===== src/rtl/led_sched.sv =====
// LED scheduler: free-running chase display, handed to one of two requesters
// for HOLD_TICKS display ticks under round-robin arbitration. Optional blink: LED_SCHED_BLINK_EN.
module led_sched #(
  parameter int unsigned CLK_DIV    = 10000000,
  parameter int unsigned HOLD_TICKS = 8
) (
  input  logic       clk,
  input  logic       nrst,
  input  logic [1:0] req,
  input  logic [3:0] pat0,
  input  logic [3:0] pat1,
  output logic [1:0] gnt,
  output logic       done,
  output logic [3:0] led
);

  typedef enum logic {StChase, StHold} state_e;

  localparam logic [31:0] DivLast  = 32'(CLK_DIV - 1);
  localparam logic [7:0]  HoldLast = 8'(HOLD_TICKS - 1);

  state_e      state_q, state_d;
  logic [31:0] div_q, div_d;
  logic [7:0]  hcnt_q, hcnt_d;
  logic [1:0]  idx_q, idx_d;
  logic [1:0]  ptr_q, ptr_d;
  logic [1:0]  gnt_q, gnt_d;
  logic        done_q, done_d;
  logic [3:0]  led_q, led_d;
  logic        tick;
  logic        win1;
`ifdef LED_SCHED_BLINK_EN
  logic [3:0]  pat_q, pat_d;
  logic        dark_q, dark_d;
`endif

  function automatic logic [3:0] chase_step(input logic [1:0] idx);
    logic [3:0] s;
    s      = 4'b1111;
    s[idx] = 1'b0;
    return s;
  endfunction

  assign tick = (div_q == DivLast);

  always_comb begin
    div_d   = tick ? 32'd0 : div_q + 32'd1;
    state_d = state_q;
    hcnt_d  = hcnt_q;
    idx_d   = idx_q;
    ptr_d   = ptr_q;
    gnt_d   = gnt_q;
    done_d  = 1'b0;
    led_d   = led_q;
    // ptr_q holds the last released grant; 00 after reset so requester 0 wins a tie.
    win1    = (req == 2'b11) ? ptr_q[0] : req[1];
`ifdef LED_SCHED_BLINK_EN
    pat_d   = pat_q;
    dark_d  = dark_q;
`endif
    unique case (state_q)
      StChase: begin
        if (req != 2'b00) begin
          // A tick coinciding with a grant does not advance the chase.
          state_d = StHold;
          hcnt_d  = 8'd0;
          gnt_d   = win1 ? 2'b10 : 2'b01;
          led_d   = ~(win1 ? pat1 : pat0);
`ifdef LED_SCHED_BLINK_EN
          pat_d   = win1 ? pat1 : pat0;
          dark_d  = 1'b0;
`endif
        end else if (tick) begin
          led_d = chase_step(idx_q);
          idx_d = idx_q + 2'd1;
        end
      end
      StHold: begin
        if (((req & gnt_q) == 2'b00) || (tick && hcnt_q == HoldLast)) begin
          state_d = StChase;
          gnt_d   = 2'b00;
          done_d  = 1'b1;
          ptr_d   = gnt_q;
          led_d   = chase_step(idx_q);
        end else if (tick) begin
          hcnt_d = hcnt_q + 8'd1;
`ifdef LED_SCHED_BLINK_EN
          dark_d = ~dark_q;
          led_d  = dark_q ? ~pat_q : 4'b1111;
`endif
        end
      end
      default: state_d = StChase;
    endcase
  end

  always_ff @(posedge clk) begin
    if (!nrst) begin
      state_q <= StChase;
      div_q   <= 32'd0;
      hcnt_q  <= 8'd0;
      idx_q   <= 2'd0;
      ptr_q   <= 2'b00;
      gnt_q   <= 2'b00;
      done_q  <= 1'b0;
      led_q   <= 4'b1111;
`ifdef LED_SCHED_BLINK_EN
      pat_q   <= 4'd0;
      dark_q  <= 1'b0;
`endif
    end else begin
      state_q <= state_d;
      div_q   <= div_d;
      hcnt_q  <= hcnt_d;
      idx_q   <= idx_d;
      ptr_q   <= ptr_d;
      gnt_q   <= gnt_d;
      done_q  <= done_d;
      led_q   <= led_d;
`ifdef LED_SCHED_BLINK_EN
      pat_q   <= pat_d;
      dark_q  <= dark_d;
`endif
    end
  end

  assign gnt  = gnt_q;
  assign done = done_q;
  assign led  = led_q;

endmodule


===== config.mk =====
export PLATFORM = sky130hd
export DESIGN_NAME = led_sched
export DESIGN_NICKNAME = d
export VERILOG_FILES = /design/src/rtl/led_sched.sv
export SDC_FILE = /design/constraint.sdc
export NUM_CORES = 1
export LEC_CHECK = 0
export ABC_AREA = 1
export BUFFER_PORTS_ARGS = -buffer_cell sky130_fd_sc_hd__buf_4
export CORE_ASPECT_RATIO = 0.7
export CORE_MARGIN = 2
export CORE_UTILIZATION = 51
export CTS_CLUSTER_SIZE = 40
export DETAILED_ROUTE_END_ITERATION = 12
export MAX_ROUTING_LAYER = met4
export PLACE_DENSITY_LB_ADDON = 0.1
export SLEW_MARGIN = 10
export SYNTH_ARGS = -nofsm -noshare
export SYNTH_HDL_FRONTEND = slang
export SYNTH_SLANG_ARGS = --single-unit

===== constraint.sdc =====
create_clock -name clk -period 2.3 [get_ports clk]
set_input_delay 0.46 -clock clk [delete_from_list [all_inputs] [get_ports clk]]
set_output_delay 0.46 -clock clk [all_outputs]
set_load 0.005 [all_outputs]

# After elaboration in Yosys (flattened, before gate mapping)
# Cells that the tools add are included.
# totals
inputBits	12
ff_bits	51
elab_cells	59
# classes
eq_ne	8
n_addsub	3
n_reduce_logical	12
bitwise	6
n_lt_le_gt_ge	2
mux	20
# op_table
operator	n
32-bit by 1-bit adder with 32-bit output (second input constant)	1
32-bit by 24-bit == test with 1-bit output (second input constant)	1
8-bit two-way mux	3
4-bit two-way mux	4
8-bit case mux with 2 select lines	1
8-bit by 1-bit adder with 8-bit output (second input constant)	1
8-bit by 3-bit == test with 1-bit output (second input constant)	1
4-bit inverter	2
4-bit case mux with 2 select lines	1
2-bit AND reduction	4
2-bit two-way mux	3
3-bit AND reduction	2
1-bit two-way mux	5
2-bit by 1-bit != test with 1-bit output (second input constant)	2
2-bit != test (second input constant)	2
2-bit case mux with 2 select lines	1
2-bit by 3-bit < comparator with 1-bit output (second input constant)	1
3-bit != test (second input constant)	1
1-bit inverter	3
2-bit by 1-bit adder with 2-bit output (second input constant)	1
2-bit bitwise AND	1
1-bit demux with 2-bit select	1
2-bit == test (second input constant)	1
2-bit by 1-bit greater-or-equal comparator with 1-bit output (second input constant)	1
other kinds (6)	7

# Logic depth before layout (Yosys ltp)
# logic_depth
ltp_word	8
mapped_depth	12
ltp_nobuf	11

# Least setup slack after synthesis
# OpenSTA, ideal clock, no wires.
# synth_timing
path_kind	register to register
from	register div_q[0]
to	register hcnt_q[1]
required_time_ps	2185
path_slack_ps	659
stages_incl_launch_ff	12
period_less_slack_ps	1641
arrival_ps	1526
n_path_buf	1
cell_sequence	dfxtp_1 -> ha_1 -> nand2_2 -> nor2_4 -> nand3_2 -> nor2_2 -> nand2_2 -> a21oi_4 -> buf_6 -> nand3_1 -> nand2_1 -> nor2_1
# synth_between
elab_chain_len	5
word_cells_on_any_way	6
cone_classes	eq/ne: 3; reduce/logical: 3
# synth_rtl
item	line	source
from (decl)	23	logic [31:0] div_q, div_d;
from (signal assigned)	113	div_q <= div_d;
32-bit by 24-bit == test with 1-bit output *	44	assign tick = (div_q == DivLast);
1-bit logical AND	79	if (((req & gnt_q) == 2'b00) || (tick && hcnt_q == HoldLast)) begin
1-bit logical OR	79	
2-bit != test (no line)	-	
3-bit AND reduction (no line) *	-	
to (signal assigned)	114	hcnt_q <= hcnt_d;
to (decl)	24	logic [7:0] hcnt_q, hcnt_d;
# Mark *: on every way between the ends. The rest lies on a longest branch, timed or not.
# A chain may end at the register's enable or synchronous reset.

# Worst setup path after layout
# layout_timing
from	register div_q[0]
to	register led_q[2] (netlist: led[2])
# layout_between
elab_chain_len	5
word_cells_on_any_way	6
cone_classes	eq/ne: 3; reduce/logical: 3
# layout_rtl
item	line	source
32-bit by 24-bit == test with 1-bit output *	44	
1-bit logical AND	79	
1-bit logical OR	79	
2-bit by 1-bit != test with 1-bit output (no line)	-	
2-bit AND reduction (no line) *	-	
to (signal assigned)	119	led_q <= led_d;
to (decl)	29	logic [3:0] led_q, led_d;
# Marked as above.

==> metrics <==
Clock Skew 0.006088 ns; Clock transition at path regs ~0.09 ns; Sink Count 51; fill count 511; Final setup violation count 0; mux cell area share after synthesis 0; clock buffer count from CTS 5; Area Growth Syn to Fin 12.34%; Comb pwr share 0.111; sequential fraction of the synthesis area 0.3702; FP Rows 22; type of the worst setup path register to register; CP max stage delay 0.37 ns; most frequent cells in the layout 100 x nand2_1, 67 x nor2_1, 51 x dfxtp_1; NetSw between 400 and 500 uW; PwrDens between 600 and 700 nW/um^2; WP data required approximately 2.6 ns; Nets 458; Leakage about 0.0012 uW; commonest non-fill, non-tap cell in the layout nand2_1; global route overflow 0; Initial Util 0.5273; Ports 19; worst-path cell chain ha_1 > nand2_2 > nor2_4 > nand3_2 > nor2_2 > nand3_1 > nand2_1 > nand2_2 > nand2_1 > nand2_1 > nand3_1; design area between 3000 and 4000 um^2; Slew Limit Fails 0; antenna-violating nets left 0; Post-Synth XOR/XNOR Area 0.02541; max cap viols 0; CP dominant cell by count nand2_1; RD Place Congestion 0.9223; post-synth cell types 29; largest family of logic cells by synthesized area simple AND/OR/NAND/NOR gates; top_reg_cell synth dfxtp_1; Mapped Area approximately 2800 um^2; CP Max Fanout 23; final hold violations 0; core region area approximately 5200 um^2; RSZ-0062 raised after global routing false; post-synthesis compound-gate area fraction 0.09664; Post-CTS Resized 0; largest net degree at the start of global routing 24; Clock Latency Late Sink 0.30 ns; WL/cell 11.91 um; Rel. slew slack 0.6967; met1 usage 0.3547; number of synthesized flops with an enable pin 0; Seq pwr share 0.503; CTS Hold Bufs 0; Clock Power Share 0.385; Vert. Die Dim approximately 66 um; Sw Share 0.2389; Routed Wire Length just over 6 mm; initial antenna violation count 0; Max clock buf depth 2; Max Clk Rate about 500 MHz; Synth Warn # 0; share of layout cells above drive strength 1 0.1066; gr busiest metal met1; adder-cell share of the synthesized area 0.02722; First DRT Iteration DRCs 119; DR vias/cell between 5 and 6; syn avg cell area roughly 6.6 um^2; fin crit period 1.960 ns; Internal 1441 uW; fin util 0.5923; post-detail-place hpwl 4.707 mm; Placement Setup Slack roughly 0.37 ns; met2 Resource Use GR 0.3079; Post-CTS Setup Bufs 0; Hold Crit Depth 2; GRT Overall Usage 0.2311; fin worst setup slack 0.3403 ns; VDD IR-drop max between 400 and 500 uV; Die W 91.89 um; H-tree Lvls 2; met3 usage 0.04243; Tightest Pin Transition 0.4532 ns; Setup crit start kind register; vias in the first global route about 2300; FFs w/ async S/R, synth 0; reg2reg path depth 11; first-pass GRT wire length about 11 mm; CP arrival approximately 2.2 ns; Cells after Synth ~420; n_diodes 0; Min-Delay Path Class input port to register; Final TNS setup 0 ns; Die ar. approximately 6000 um^2; Placed Area slightly below 3000 um^2; clock root buffer clkbuf_8; DR vias between 2000 and 3000; fin crit share 0.8520; slowest CP cell dfxtp_1; number of remaining DRC errors 0; number of synthesized register bits between 50 and 60; Pre-Repair DR Iteration Count 4; TritonCTS clock tree built; outcome finished, final reports clean; Net Count, Synth between 400 and 500; Worst setup EP type register; I/O Buffers 18; Post-Synth Simple-Gate Area 0.4006
## final cells by class
| class | count | area, um^2 | area share |
|---|---|---|---|
| clock buffers | 6 | 72.57 | 0.02342 |
| clock inverters | 2 | 60.06 | 0.01939 |
| inverters | 48 | 180.2 | 0.05816 |
| multi-input cells | 313 | 1516 | 0.4895 |
| flip-flops and latches | 51 | 1021 | 0.3296 |
| well taps | 72 | 90.09 | 0.02908 |
| repair buffers | 21 | 157.7 | 0.05089 |
## kinds of logic after synthesis
logic type               Yosys count
buffers and inverters             55
flip-flops                        51
AO/OA/AOI/OAI                     49
AND/OR/NAND/NOR                  250
adder cells (fa/ha/maj)            6
XOR/XNOR                           8
## through the flow
stage | std cells | total power (uW) | hold slack (ns)
global route | 513 | 1990 | 0.4481
finish | 513 | 1894 | 0.4459
global placement | 505 | 1175 | 0.4317
detailed placement | 505 | 1183 | 0.4434
floorplan | 419 | 1115 | 0.4175
CTS | 513 | 1919 | 0.4324
## routing by layer
layer / wire, um / part of all wire
met1: 3434 / 0.56
met2: 2370 / 0.39
met3: 258 / 0.042
met4: 46 / 0.0075
met5: 0 / 0
## flip-flops by register name, indices dropped and copies added (netlist names)
name     cells
div_q       32
hcnt_q       8
led          4
gnt          2
idx_q        2
done         1
ptr_q        1
state_q      1
## Yosys cell counts (2+ instances only)
| cell type | n | area [um^2] |
|---|---|---|
| o21ai_0 | 18 | 90.09 |
| nand3_1 | 41 | 205.2 |
| inv_1 | 47 | 176.4 |
| nor2_1 | 67 | 251.5 |
| nand4_1 | 7 | 43.79 |
| nor4_1 | 2 | 12.51 |
| ha_1 | 6 | 75.07 |
| dfxtp_1 | 51 | 1021 |
| nand3_2 | 2 | 20.02 |
| buf_2 | 5 | 25.02 |
| nor2_2 | 2 | 12.51 |
| nand2_1 | 100 | 375.4 |
| nor2_4 | 4 | 45.04 |
| or2_2 | 3 | 18.77 |
| xnor2_1 | 2 | 17.52 |
| nor3_1 | 15 | 75.07 |
| a21oi_1 | 26 | 130.1 |
| xor2_1 | 6 | 52.55 |
| nand2_2 | 5 | 31.28 |
## final timing paths
check / start / to / slack (ns)
max: div_q[0] / led[2] / 0.34
min: nrst / led[0] / 0.45
max reg2reg: div_q[0] / led[2] / 0.34
min reg2reg: div_q[0] / div_q[0] / 0.46
## power groups by stage
stage | combinational, uW | sequential, uW | clock (uW)
floorplan | 153 | 961 | 0
global placement | 204 | 971 | 0
detailed placement | 210 | 973 | 0
CTS | 211 | 953 | 755
global route | 247 | 959 | 784
finish | 211 | 953 | 730
## worst max-delay path, delay by kind of cell, from the launching register on
kind / cells / cell delay, ns
adders and majority gates: 1 / 0.20
DFF: 1 / 0.37
and+or+nand+nor: 10 / 1.34
(Power assumes the default switching activity.)
